**src/rtl/spi_slave_regfile.sv**
```systemverilog
// SPI responder with an internal DEPTH x 8-bit register file.
// Frames: op bit, 8 address bits LSB first, and for writes 8 data bits LSB first.
module spi_slave_regfile #(
    parameter int DEPTH = 32
) (
    input  logic clk,
    input  logic rst,
    input  logic cs,
    input  logic mosi,
    output logic ready,
    output logic miso,
    output logic op_done,
    output logic err
);

    localparam int AW = (DEPTH > 1) ? $clog2(DEPTH) : 1;

    typedef enum logic [2:0] {
        S_IDLE,
        S_ADDR,
        S_WDATA,
        S_COMMIT,
        S_RDLOAD,
        S_RDSHIFT,
        S_DONE,
        S_WAIT_CS
    } state_t;

    state_t      r_state;
    state_t      w_state_nxt;
    logic [2:0]  r_cnt;
    logic [2:0]  w_cnt_nxt;
    logic        r_op;
    logic        w_op_nxt;
    logic [7:0]  r_addr;
    logic [7:0]  w_addr_nxt;
    logic [7:0]  r_shift;
    logic [7:0]  w_shift_nxt;
    logic        r_pend_err;
    logic        w_pend_err_nxt;
    logic        r_ready;
    logic        w_ready_nxt;
    logic        r_miso;
    logic        w_miso_nxt;
    logic        r_op_done;
    logic        w_op_done_nxt;
    logic        r_err;
    logic        w_err_nxt;
    logic        w_mem_we;
    logic        w_in_range;
    logic [7:0]  w_rdata;
    logic [7:0]  r_mem [DEPTH];

    // Full 8-bit compare: addresses at or above DEPTH never alias onto storage.
    assign w_in_range = ({1'b0, r_addr} < 9'(DEPTH));
    assign w_rdata    = w_in_range ? r_mem[r_addr[AW-1:0]] : 8'h00;

    assign ready   = r_ready;
    assign miso    = r_miso;
    assign op_done = r_op_done;
    assign err     = r_err;

    // Next-state and next-output logic; pulses default low every cycle.
    always_comb begin
        w_state_nxt    = r_state;
        w_cnt_nxt      = r_cnt;
        w_op_nxt       = r_op;
        w_addr_nxt     = r_addr;
        w_shift_nxt    = r_shift;
        w_pend_err_nxt = r_pend_err;
        w_ready_nxt    = 1'b0;
        w_miso_nxt     = 1'b0;
        w_op_done_nxt  = 1'b0;
        w_err_nxt      = 1'b0;
        w_mem_we       = 1'b0;
        case (r_state)
            S_IDLE: begin
                if (!cs) begin
                    w_op_nxt       = mosi;
                    w_cnt_nxt      = 3'd0;
                    w_pend_err_nxt = 1'b0;
                    w_state_nxt    = S_ADDR;
                end else begin
                    w_state_nxt = S_IDLE;
                end
            end
            S_ADDR: begin
                if (cs) begin
                    w_state_nxt   = S_IDLE;
                    w_op_done_nxt = 1'b1;
                    w_err_nxt     = 1'b1;
                end else begin
                    w_addr_nxt = {mosi, r_addr[7:1]};
                    w_cnt_nxt  = r_cnt + 3'd1;
                    if (r_cnt == 3'd7) begin
                        w_cnt_nxt = 3'd0;
                        if (r_op) begin
                            w_state_nxt = S_WDATA;
                        end else begin
                            w_state_nxt = S_RDLOAD;
                            w_ready_nxt = 1'b1;
                        end
                    end else begin
                        w_state_nxt = S_ADDR;
                    end
                end
            end
            S_WDATA: begin
                if (cs) begin
                    w_state_nxt   = S_IDLE;
                    w_op_done_nxt = 1'b1;
                    w_err_nxt     = 1'b1;
                end else begin
                    w_shift_nxt = {mosi, r_shift[7:1]};
                    w_cnt_nxt   = r_cnt + 3'd1;
                    if (r_cnt == 3'd7) begin
                        w_state_nxt   = S_COMMIT;
                        w_op_done_nxt = 1'b1;
                        w_err_nxt     = ~w_in_range;
                    end else begin
                        w_state_nxt = S_WDATA;
                    end
                end
            end
            S_COMMIT: begin
                w_mem_we    = w_in_range;
                w_state_nxt = S_WAIT_CS;
            end
            S_RDLOAD: begin
                w_miso_nxt     = w_rdata[0];
                w_shift_nxt    = {1'b0, w_rdata[7:1]};
                w_pend_err_nxt = ~w_in_range;
                w_cnt_nxt      = 3'd0;
                w_state_nxt    = S_RDSHIFT;
            end
            S_RDSHIFT: begin
                if (cs) begin
                    w_state_nxt   = S_IDLE;
                    w_op_done_nxt = 1'b1;
                    w_err_nxt     = 1'b1;
                end else if (r_cnt == 3'd7) begin
                    w_state_nxt   = S_DONE;
                    w_op_done_nxt = 1'b1;
                    w_err_nxt     = r_pend_err;
                end else begin
                    w_miso_nxt  = r_shift[0];
                    w_shift_nxt = {1'b0, r_shift[7:1]};
                    w_cnt_nxt   = r_cnt + 3'd1;
                    w_state_nxt = S_RDSHIFT;
                end
            end
            S_DONE: begin
                w_state_nxt = S_WAIT_CS;
            end
            S_WAIT_CS: begin
                if (cs) begin
                    w_state_nxt = S_IDLE;
                end else begin
                    w_state_nxt = S_WAIT_CS;
                end
            end
            default: begin
                w_state_nxt = S_IDLE;
            end
        endcase
    end

    // State, datapath and registered output pulses.
    always_ff @(posedge clk or negedge rst) begin
        if (!rst) begin
            r_state    <= S_IDLE;
            r_cnt      <= 3'd0;
            r_op       <= 1'b0;
            r_addr     <= 8'h00;
            r_shift    <= 8'h00;
            r_pend_err <= 1'b0;
            r_ready    <= 1'b0;
            r_miso     <= 1'b0;
            r_op_done  <= 1'b0;
            r_err      <= 1'b0;
        end else begin
            r_state    <= w_state_nxt;
            r_cnt      <= w_cnt_nxt;
            r_op       <= w_op_nxt;
            r_addr     <= w_addr_nxt;
            r_shift    <= w_shift_nxt;
            r_pend_err <= w_pend_err_nxt;
            r_ready    <= w_ready_nxt;
            r_miso     <= w_miso_nxt;
            r_op_done  <= w_op_done_nxt;
            r_err      <= w_err_nxt;
        end
    end

    // Register file storage, cleared by reset.
    always_ff @(posedge clk or negedge rst) begin
        if (!rst) begin
            for (int i = 0; i < DEPTH; i++) begin
                r_mem[i] <= 8'h00;
            end
        end else if (w_mem_we) begin
            r_mem[r_addr[AW-1:0]] <= r_shift;
        end else begin
            r_mem <= r_mem;
        end
    end

endmodule
```
**config.mk**
```make
export PLATFORM = sky130hd
export DESIGN_NAME = spi_slave_regfile
export DESIGN_NICKNAME = d
export VERILOG_FILES = /design/src/rtl/spi_slave_regfile.sv
export SDC_FILE = /design/constraint.sdc
export NUM_CORES = 1
export LEC_CHECK = 0
export CELL_PAD_IN_SITES_DETAIL_PLACEMENT = 1
export CELL_PAD_IN_SITES_GLOBAL_PLACEMENT = 1
export CORE_MARGIN = 1
export CORE_UTILIZATION = 50
export DETAILED_ROUTE_END_ITERATION = 7
export GPL_TIMING_DRIVEN = 0
export PLACE_DENSITY_LB_ADDON = 0.12
export SYNTH_ARGS = -nofsm -noshare
export SYNTH_HDL_FRONTEND = slang
export SYNTH_SLANG_ARGS = --single-unit
```
**constraint.sdc**
```tcl
create_clock -name clk -period 2.61 [get_ports clk]
set_input_delay 0.261 -clock clk [delete_from_list [all_inputs] [get_ports clk]]
set_output_delay 0.261 -clock clk [all_outputs]
set_load 0.1 [all_outputs]
```
==> metrics.txt <==
First-pass DRT Iterations=5; antenna viol nets, final=0; Clock transition at path regs=60 ps; Post-Synthesis Cells=987; Req. time, crit path=3040 ps; Die Wd=165 um; routed len/inst=28.6 um; htree depth=1; non-filler cells, final=1389; number of max-cap violations=0; top-area cell type share of the netlist area=0.536; routability cong.=0.924; FP Rows=59; Synth Register Bits=284; Final nets=1043; status=finished, violations left; Slew @ Worst Pin=967 ps; clk_lat worst skew=570 ps; crit path capture type=register; Layout area overhead=14.1%; vias in the first global route=9164; largest net degree at the start of global routing=122; Starting DRT DRC Count=625; worst-path fanout max=8; Setup Viol. Count Final=27; via/cell ratio=6.18; Chip Height=165 um; Ys Warns=0; final worst-path cycle share=1.05; # IOs=8; Synth area leaders=dfrtp_1 54%, mux2_2 22%, mux2i_1 9.7%; Seq/Total Area, Yosys=0.536; drt total wl=39700 um; Slew headroom=0.353; Hold Path Class=primary input to asynchronous set/reset pin; antenna violations before repair=0; dpl cell area=13800 um^2; Final Hold Vio Count=0; Max Fclk=0.365 GHz; CP arrival=3170 ps; setup TNS=-1180 ps; VDD IR max=0.636 mV; CTS Buf Count=30; clock sinks=284; unrepaired setup endpoints after global routing=yes; element type at the critical path start=register; share of post-route cells with drive strength above 1=0.372; IO buf count=7; min Tclk post-route=2740 ps; pre-CTS WS=-959 ps; area of the core=26100 um^2; violations in the final reports=setup timing; Clock Tree Root=clkbuf_16; Setup WS post-layout=-131 ps; first-pass GRT wire length=58700 um; Antenna Cells=0; syn avg cell area=13.4 um^2; Final Cell Area=15100 um^2; GRT Total Usage=0.303; Max Slew Vio Count=0; critical path class=register to register; GRT Residual Overflow=0; CTS tree=built; area leader, netlist=dfrtp_1; via count=8586; synthesized area=13200 um^2; DP HPWL=27500 um; fill count=2530; Synth Net Count=993; Initial Util=0.508; worst-case clock buffer depth=3; die area=27200 um^2; Unique masters post-synth=49; dpl cells=1331; Leakage=7.12 nW; DRC viols=0; Pwr Density=841 nW/um^2; skew final=26.6 ps
[cell usage after synthesis (all sizes together)]
cell     number
dfrtp       284
mux2        265
mux2i       128
o22ai        64
clkbuf       53
nor2         38
nand2        35
buf          18
nor4         17
o21ai         9
a21oi         7
a221o         7
nand4bb       6
nor3          6
nand4b        5
nor2b         5
nand2b        4
nand3b        4
or4b          4
a31oi         3
and3b         3
nand3         3
and2          2
ha            2
inv           2
or3b          2
a21o          1
a22o          1
a32o          1
nand4         1
nor3b         1
o221ai        1
o2bb2ai       1
o32ai         1
or2           1
or3           1
or4           1
[through the flow]
step	hold slack, ps	power, W	utilization
floorplan	-34.6	0.00708	-
global placement	466	0.00838	0.527
detailed placement	257	0.00844	0.529
CTS	254	0.0127	0.572
global route	305	0.0131	0.580
finish	230	0.0127	0.580
[placed cells by master (no fill, tap or decap), types with 5 or more instances in the layout]
cell | synthesis | final
clkbuf_16 | 0 | 31
clkbuf_8 | 0 | 7
buf_4 | 1 | 13
mux2i_1 | 128 | 125
nor2_1 | 16 | 16
a221o_1 | 7 | 7
nand4b_1 | 5 | 5
clkbuf_2 | 1 | 7
o21ai_0 | 9 | 9
mux2_2 | 257 | 257
clkdlybuf4s50_1 | 0 | 6
dfrtp_1 | 284 | 284
nor4_1 | 17 | 12
nand2_1 | 35 | 30
mux2_1 | 8 | 8
a21oi_1 | 7 | 7
nor2b_1 | 5 | 5
nor2_4 | 0 | 15
clkbuf_1 | 52 | 45
nand4bb_1 | 6 | 6
buf_2 | 9 | 8
o22ai_1 | 64 | 61
nor2_8 | 7 | 7
nand2_2 | 0 | 5
[sequential cells by signal (all words and copies together) (netlist names)]
name	cells
r_mem	256
r_addr	8
r_shift	8
r_cnt	3
r_state	3
err	1
miso	1
op_done	1
r_op	1
r_pend_err	1
ready	1
[layout make-up]
| class | instances | area (um^2) | area share |
|---|---|---|---|
| multi-input combinational | 630 | 6030 | 0.399 |
| sequential | 284 | 7110 | 0.470 |
| clock buffer | 43 | 891 | 0.0590 |
| timing repair buffer | 22 | 272 | 0.0180 |
| buffer | 67 | 327 | 0.0216 |
| clock inverter | 6 | 57.6 | 0.00381 |
| inverter | 2 | 7.51 | 0.000497 |
| tap | 335 | 419 | 0.0277 |
[kinds of logic (layout without fill, tap and decap cells)]
group / Yosys count / after routing / synth area share
and+or+nand+nor: 139 / 139 / 0.0703
adders and majority gates: 2 / 2 / 0.00189
AOI/OAI and AO/OA: 96 / 96 / 0.0469
muxes: 393 / 393 / 0.322
buffers and inverters: 73 / 140 / 0.0225
DFF: 284 / 284 / 0.536
[where the power goes]
group / total, W / switching, W / internal [W] / leakage (nW)
combinational: 0.00361 / 0.00251 / 0.00110 / 2.72
clock: 0.00417 / 0.00174 / 0.00243 / 0.468
sequential: 0.00492 / 0.000270 / 0.00465 / 3.94
[critical path: stages, from the launching register on]
cell,delay [ps]
dfrtp_1,390
or3_4,440
nor3_4,310
nand3_2,490
nor2b_1,280
buf_2,310
mux2_2,380
[routing by layer]
layer | wire length (um) | share of wire | track usage | up-vias
met1 | 16900 | 0.43 | 0.402 | 4541
met3 | 2090 | 0.053 | 0.0547 | 81
met2 | 19100 | 0.48 | 0.491 | 234
met4 | 1640 | 0.041 | 0.122 | 0
li1 | - | - | - | 3730
met5 | 0 | 0 | 0 | -
[path summary, 6_finish.rpt]
kind,end,slack [ps],start,cells past startpoint
setup / recovery,r_mem[231],-130,r_addr[6],6
hold / removal,r_cnt[2],230,rst,2
setup reg to reg,r_mem[231],-130,r_addr[6],6
hold reg to reg,r_mem[248],490,r_mem[248],1
max in group asynchronous,r_mem[43],1370,rst,3
min in group clk,r_op,420,mosi,2
[what timing repair did]
action / in CTS / in global routing
pin swaps: 2 / 6
setup buffers: 3 / 9
hold buffers: 1 / 0
gates resized for setup: 42 / 44
endpoints found under the hold margin: 69 / 0
endpoints found under the setup margin: 57 / 127
(Power assumes the default switching activity.)
